## src/rtl/float_mac_pkg.sv

```systemverilog
// Shared types and constants for the float MAC datapath.
// Sticky tracking in csa_seq_mul is enabled by defining CSA_MUL_STICKY_EN.
package float_mac_pkg;

  localparam int MANT_W = 24;
  localparam int CNT_W  = $clog2(MANT_W);

  typedef enum logic [1:0] {
    IDLE,
    ACCUM,
    RESOLVE,
    DONE
  } state_t;

endpackage

```

## src/rtl/csa_seq_mul_if.sv

```systemverilog
// Operand/product valid-ready bundle for csa_seq_mul.
// The sticky signal exists only when CSA_MUL_STICKY_EN is defined.
interface csa_seq_mul_if #(
  parameter int WIDTH = 24
);

  logic               in_valid;
  logic               in_ready;
  logic [WIDTH-1:0]   a;
  logic [WIDTH-1:0]   b;
  logic               out_valid;
  logic               out_ready;
  logic [2*WIDTH-1:0] product;
`ifdef CSA_MUL_STICKY_EN
  logic               sticky;

  modport master (
    output in_valid, a, b, out_ready,
    input  in_ready, out_valid, product, sticky
  );

  modport slave (
    input  in_valid, a, b, out_ready,
    output in_ready, out_valid, product, sticky
  );
`else
  modport master (
    output in_valid, a, b, out_ready,
    input  in_ready, out_valid, product
  );

  modport slave (
    input  in_valid, a, b, out_ready,
    output in_ready, out_valid, product
  );
`endif

endinterface

```

## src/rtl/csa_row.sv

```systemverilog
// WIDTH-bit 3:2 carry-save compressor row.
// Carry bit i carries weight i+1 relative to the inputs.
module csa_row #(
  parameter int WIDTH = 24
) (
  input  logic [WIDTH-1:0] x,
  input  logic [WIDTH-1:0] y,
  input  logic [WIDTH-1:0] z,
  output logic [WIDTH-1:0] s,
  output logic [WIDTH-1:0] c
);

  assign s = x ^ y ^ z;
  assign c = (x & y) | (x & z) | (y & z);

endmodule

```

## src/rtl/csa_seq_mul.sv

```systemverilog
// Sequential carry-save mantissa multiplier, one multiplier bit per cycle.
// Define CSA_MUL_STICKY_EN to add the sticky (|product[WIDTH-3:0]) output.
module csa_seq_mul
  import float_mac_pkg::*;
#(
  parameter int WIDTH = MANT_W
) (
  input logic         clk,
  input logic         rst,
  csa_seq_mul_if.slave bus
);

  localparam int CW = $clog2(WIDTH);
  localparam logic [CW-1:0] LAST = CW'(WIDTH - 1);
  localparam logic [CW-1:0] STK_END = CW'(WIDTH - 2);

  state_t           state;
  logic [WIDTH-1:0] mc;
  logic [WIDTH-1:0] mp;
  logic [WIDTH-1:0] s_q;
  logic [WIDTH-1:0] c_q;
  logic [WIDTH-1:0] lo;
  logic [CW-1:0]    cnt;

  logic [WIDTH-1:0] pp;
  logic [WIDTH-1:0] s_n;
  logic [WIDTH-1:0] c_n;
  logic [WIDTH:0]   cpa;

  assign pp  = mp[0] ? mc : '0;
  assign cpa = {1'b0, s_q} + {1'b0, c_q};

  csa_row #(
    .WIDTH(WIDTH)
  ) u_row (
    .x(s_q),
    .y(c_q),
    .z(pp),
    .s(s_n),
    .c(c_n)
  );

`ifdef CSA_MUL_STICKY_EN
  // Only the bits that end up in product[WIDTH-3:0] feed sticky.
  logic stk;

  always_ff @(posedge clk or posedge rst) begin
    if (rst) begin
      stk        <= 1'b0;
      bus.sticky <= 1'b0;
    end else begin
      unique case (state)
        IDLE: begin
          if (bus.in_valid) stk <= 1'b0;
        end
        ACCUM: begin
          if (cnt < STK_END) stk <= stk | s_n[0];
        end
        RESOLVE: begin
          bus.sticky <= stk;
        end
        DONE: begin
        end
        default: begin
        end
      endcase
    end
  end
`endif

  always_ff @(posedge clk or posedge rst) begin
    if (rst) begin
      state         <= IDLE;
      bus.in_ready  <= 1'b1;
      bus.out_valid <= 1'b0;
      bus.product   <= '0;
      mc            <= '0;
      mp            <= '0;
      s_q           <= '0;
      c_q           <= '0;
      lo            <= '0;
      cnt           <= '0;
    end else begin
      unique case (state)
        IDLE: begin
          if (bus.in_valid) begin
            mc           <= bus.a;
            mp           <= bus.b;
            s_q          <= '0;
            c_q          <= '0;
            lo           <= '0;
            cnt          <= '0;
            bus.in_ready <= 1'b0;
            state        <= ACCUM;
          end
        end
        ACCUM: begin
          // Sum bit 0 is final; carries are already one place up.
          lo  <= {s_n[0], lo[WIDTH-1:1]};
          s_q <= {1'b0, s_n[WIDTH-1:1]};
          c_q <= c_n;
          mp  <= mp >> 1;
          cnt <= cnt + 1'b1;
          if (cnt == LAST) state <= RESOLVE;
        end
        RESOLVE: begin
          bus.product   <= {cpa[WIDTH-1:0], lo};
          bus.out_valid <= 1'b1;
          state         <= DONE;
        end
        DONE: begin
          if (bus.out_ready) begin
            bus.out_valid <= 1'b0;
            bus.in_ready  <= 1'b1;
            state         <= IDLE;
          end
        end
        default: begin
          state <= IDLE;
        end
      endcase
    end
  end

  cpa_no_carry: assert property (
    @(posedge clk) disable iff (rst)
    (state == RESOLVE) |-> !cpa[WIDTH]
  );

endmodule
```

## src/flat_wrapper.sv

```systemverilog
// flat-port wrapper written by rule: the top's interface ports become plain ports
module csa_seq_mul_flat import float_mac_pkg::*;
#(
  parameter int WIDTH = MANT_W
)
  (clk, rst, bus_in_valid, bus_a, bus_b, bus_out_ready, bus_in_ready, bus_out_valid, bus_product);
  csa_seq_mul_if #(.WIDTH(WIDTH)) bus_i ();
  input logic clk;
  input logic rst;
  input wire logic [$bits(bus_i.in_valid)-1:0] bus_in_valid;
  input wire logic [$bits(bus_i.a)-1:0] bus_a;
  input wire logic [$bits(bus_i.b)-1:0] bus_b;
  input wire logic [$bits(bus_i.out_ready)-1:0] bus_out_ready;
  output wire logic [$bits(bus_i.in_ready)-1:0] bus_in_ready;
  output wire logic [$bits(bus_i.out_valid)-1:0] bus_out_valid;
  output wire logic [$bits(bus_i.product)-1:0] bus_product;
  assign bus_i.in_valid = bus_in_valid;
  assign bus_i.a = bus_a;
  assign bus_i.b = bus_b;
  assign bus_i.out_ready = bus_out_ready;
  assign bus_in_ready = bus_i.in_ready;
  assign bus_out_valid = bus_i.out_valid;
  assign bus_product = bus_i.product;
  csa_seq_mul #(.WIDTH(WIDTH)) u_core (.clk(clk), .rst(rst), .bus(bus_i));
endmodule
```

## config.mk

```make
export PLATFORM = sky130hd
export DESIGN_NAME = csa_seq_mul_flat
export DESIGN_NICKNAME = d
export VERILOG_FILES = /design/src/rtl/float_mac_pkg.sv /design/src/rtl/csa_seq_mul_if.sv /design/src/rtl/csa_row.sv /design/src/rtl/csa_seq_mul.sv /design/src/flat_wrapper.sv
export SDC_FILE = /design/constraint.sdc
export NUM_CORES = 1
export LEC_CHECK = 0
export CORE_ASPECT_RATIO = 2
export CORE_UTILIZATION = 40
export DETAILED_ROUTE_END_ITERATION = 6
export GPL_ROUTABILITY_DRIVEN = 1
export SYNTH_ARGS = -nofsm -noshare
export SYNTH_HDL_FRONTEND = slang
export SYNTH_SLANG_ARGS = --single-unit
```

## constraint.sdc

```tcl
create_clock -name clk -period 5.7 [get_ports clk]
set_input_delay 1.14 -clock clk [delete_from_list [all_inputs] [get_ports clk]]
set_output_delay 1.14 -clock clk [all_outputs]
set_load 0.005 [all_outputs]
```

==> run summary <==
Worst setup path class: flip-flop to flip-flop
Setup TNS: 0 ns
Minimum clock period: 2.92 ns
I/O Pins: 102
Fillers: 1901
RSZ-0062 raised after global routing: false
Synthesized cell area: 8610 sq um
Core area: 21000 sq um
Slew Limit Headroom: 0.313
Syn Inst Count: 711
Die Span X: 106 um
Vias per cell: 5.38
Mean Syn Cell Area: 12.1 sq um
Reg2reg start: u_core.c_q[0]
Clock skew: 0.00853 ns
Placement Setup Slack: 2.31 ns
Slowest-stage cell, CP: fa_1
Setup WS post-layout: 2.78 ns
Diode count: 0
Highest clock rate: 343 MHz
Share of layout cells above drive strength 1: 0.143
FF-to-FF path depth: 8
Final std cells w/o fill: 1078
Nets: 901
Commonest register cell after synthesis: dfrtp_1
Post-layout instance area: 10500 sq um
WP data required: 6.02 ns
DR pass1 iterations: 4
Clk Latency, worst-skew pair: 0.42 ns
Post-synthesis sequential area ratio: 0.512
Number of H-tree levels: 4
GRT overflow: 0
Clk buf depth: 2
HP Start: u_core.mp[14]
Num rows: 75
Commonest cells after routing, fill and taps aside: dfrtp_1 (175), clkdlybuf4s50_1 (101), a22o_1 (74)
Most used cell, CP: a21oi_1
CP peak stage delay: 0.48 ns
WL per Instance: 17.2 um
P per Cell Area: 469 nW/um^2
Clock sinks: 176
Buffer and inverter count on the worst path: 0
Starting Density: 0.410
Most common cell after layout, fill and taps aside: dfrtp_1
EDFF count, synth: 0
Min-Delay Path Class: flip-flop to flip-flop
Status: complete, no violations
Register-to-register setup slack: 2.78 ns
Remaining DRCs: 0
CTS tree: yes
I/O Buffers: 101
Util after Layout: 0.497
Die ar.: 22200 sq um
Dpl hpwl: 13200 um
VDD IR max: 389 uV
CTS clk-pin slew, worst paths: 0.07 ns
Fin. max-slew vios: 0
Crit path cell chain: ha_1, fa_1, a21oi_1, o22ai_1, o31ai_2, a21oi_1, or3_1, a31o_1
Area leader, netlist: dfrtp_1
Final Hold Vio Count: 0
Synthesis-to-layout area growth: 21.4%
Placed Area: 9870 sq um
Worst Hold Path EP: u_core.mp[14]
All-Layer GR Usage: 0.180
Final worst-path cycle share: 0.512
Reg2reg end: u_core.bus.product[44]
LEAKAGE: 4.79 nW
Initial antenna violation count: 0
Die height: 209 um
Crit. Startpoint: u_core.c_q[0]
Clk root buf: clkbuf_16
Crit Path Max Fanout: 3
# resized after CTS: 0
Worst Hold Depth: 2
Placed cells: 1046
Startpoint types: flip-flop
Drt total wl: 18500 um
Synthesized Nets: 816
Count of distinct cell types in the synthesized netlist: 58
Max-cap viol count: 0
Largest net degree at the start of global routing: 177
Postcts setup bufs: 0
Num CTS Buffers: 17
Worst Max-Slew Pin Slew: 1.03 ns
Hold Buf Count CTS: 0
Synth area leaders: dfrtp_1 (51%), mux2_2 (8.2%), a22o_1 (7.5%)
Antenna-violating nets left: 0
Via count: 5799
CP endpoint kind: flip-flop
Synth Register Bits: 176
Post-synth top area share: 0.509
Vias in the first global route: 6239
First-pass GRT wire length: 31300 um
Final setup vio count: 0
Post-synth ARST share: 1.00
RePlAce Congestion: 0.922
Worst EP arrival: 3.24 ns
CP top delay family: compound AO/OA/AOI/OAI gates
Yosys warns: 0
Starting DRT DRC Count: 233
==> tightest hold or removal path, stage by stage, from the launching register on <==
cell     delay, ns
dfrtp_1       0.34
nand2_1       0.05
o21ai_0       0.06
==> worst max path at each step <==
stage                        endpoint  slack (ns)  cells past startpoint
2_1_floorplan    u_core.bus.out_valid        2.31                      1
3_3_place_gp             u_core.mp[0]        2.39                      6
3_5_place_dp             u_core.mp[3]        2.31                      6
4_1_cts        u_core.bus.product[44]        2.77                      8
5_1_grt                 u_core.mp[17]        2.59                      6
6_report       u_core.bus.product[44]        2.78                      8
==> Yosys cell counts (5+ instances only) <==
library cell,number
a21o_1,7
a21oi_1,30
a22o_1,74
and2_1,27
and3_1,5
buf_1,7
clkbuf_1,30
dfrtp_1,175
fa_1,24
ha_1,29
inv_1,14
mux2_2,63
mux2i_1,26
nand2_1,54
nand3_1,8
nand4_1,6
nor2_1,16
o21a_1,7
o21ai_0,36
xnor2_1,8
xor2_1,7
==> state kept, by name, indices dropped and copies added, names as in the netlist <==
name                  count
u_core.bus.in_ready       1
u_core.bus.out_valid      1
u_core.bus.product       48
u_core.c_q               24
u_core.cnt                5
u_core.lo                24
u_core.mc                24
u_core.mp                24
u_core.s_q               23
u_core.state              2
==> stage by stage <==
| stage | power, mW | hold slack [ns] |
|---|---|---|
| global placement | 3.73 | 0.462 |
| floorplan | 3.21 | 0.450 |
| finish | 4.90 | 0.487 |
| detailed placement | 3.80 | 0.475 |
| global route | 5.27 | 0.507 |
| CTS | 4.97 | 0.491 |
==> where the power goes <==
group / internal, mW / total [mW] / switching (mW)
registers: 1.64 / 1.92 / 0.283
logic: 0.879 / 1.84 / 0.957
clock network: 0.658 / 1.15 / 0.489
total: 3.17 / 4.90 / 1.73
==> cells by family (layout without fill, tap and decap cells) <==
logic type | after synthesis | in the layout | share of synthesized area
buf+inv | 57 | 155 | 0.0256
mux | 89 | 89 | 0.113
simple gates | 132 | 132 | 0.0757
flops | 176 | 176 | 0.512
xor+xnor | 15 | 15 | 0.0153
compound gates | 189 | 189 | 0.161
fa+ha+maj | 53 | 53 | 0.0979
==> area by class of cell <==
cell class	instances	area (sq um)	share of cell area
multi-input cells	478	4000	0.382
inverters	15	60.1	0.00574
repair buffers	108	1080	0.103
flip-flops and latches	176	4410	0.421
clock buffers	19	443	0.0424
clock inverters	13	138	0.0132
well taps	269	337	0.0322
==> metal layers <==
layer	up-vias	global-route usage	wire, um
met5	-	0	0
met4	0	0.0781	469
met3	28	0.0329	555
met2	99	0.332	10300
met1	2926	0.197	7160
li1	2746	-	-
(Power assumes the default switching activity.)
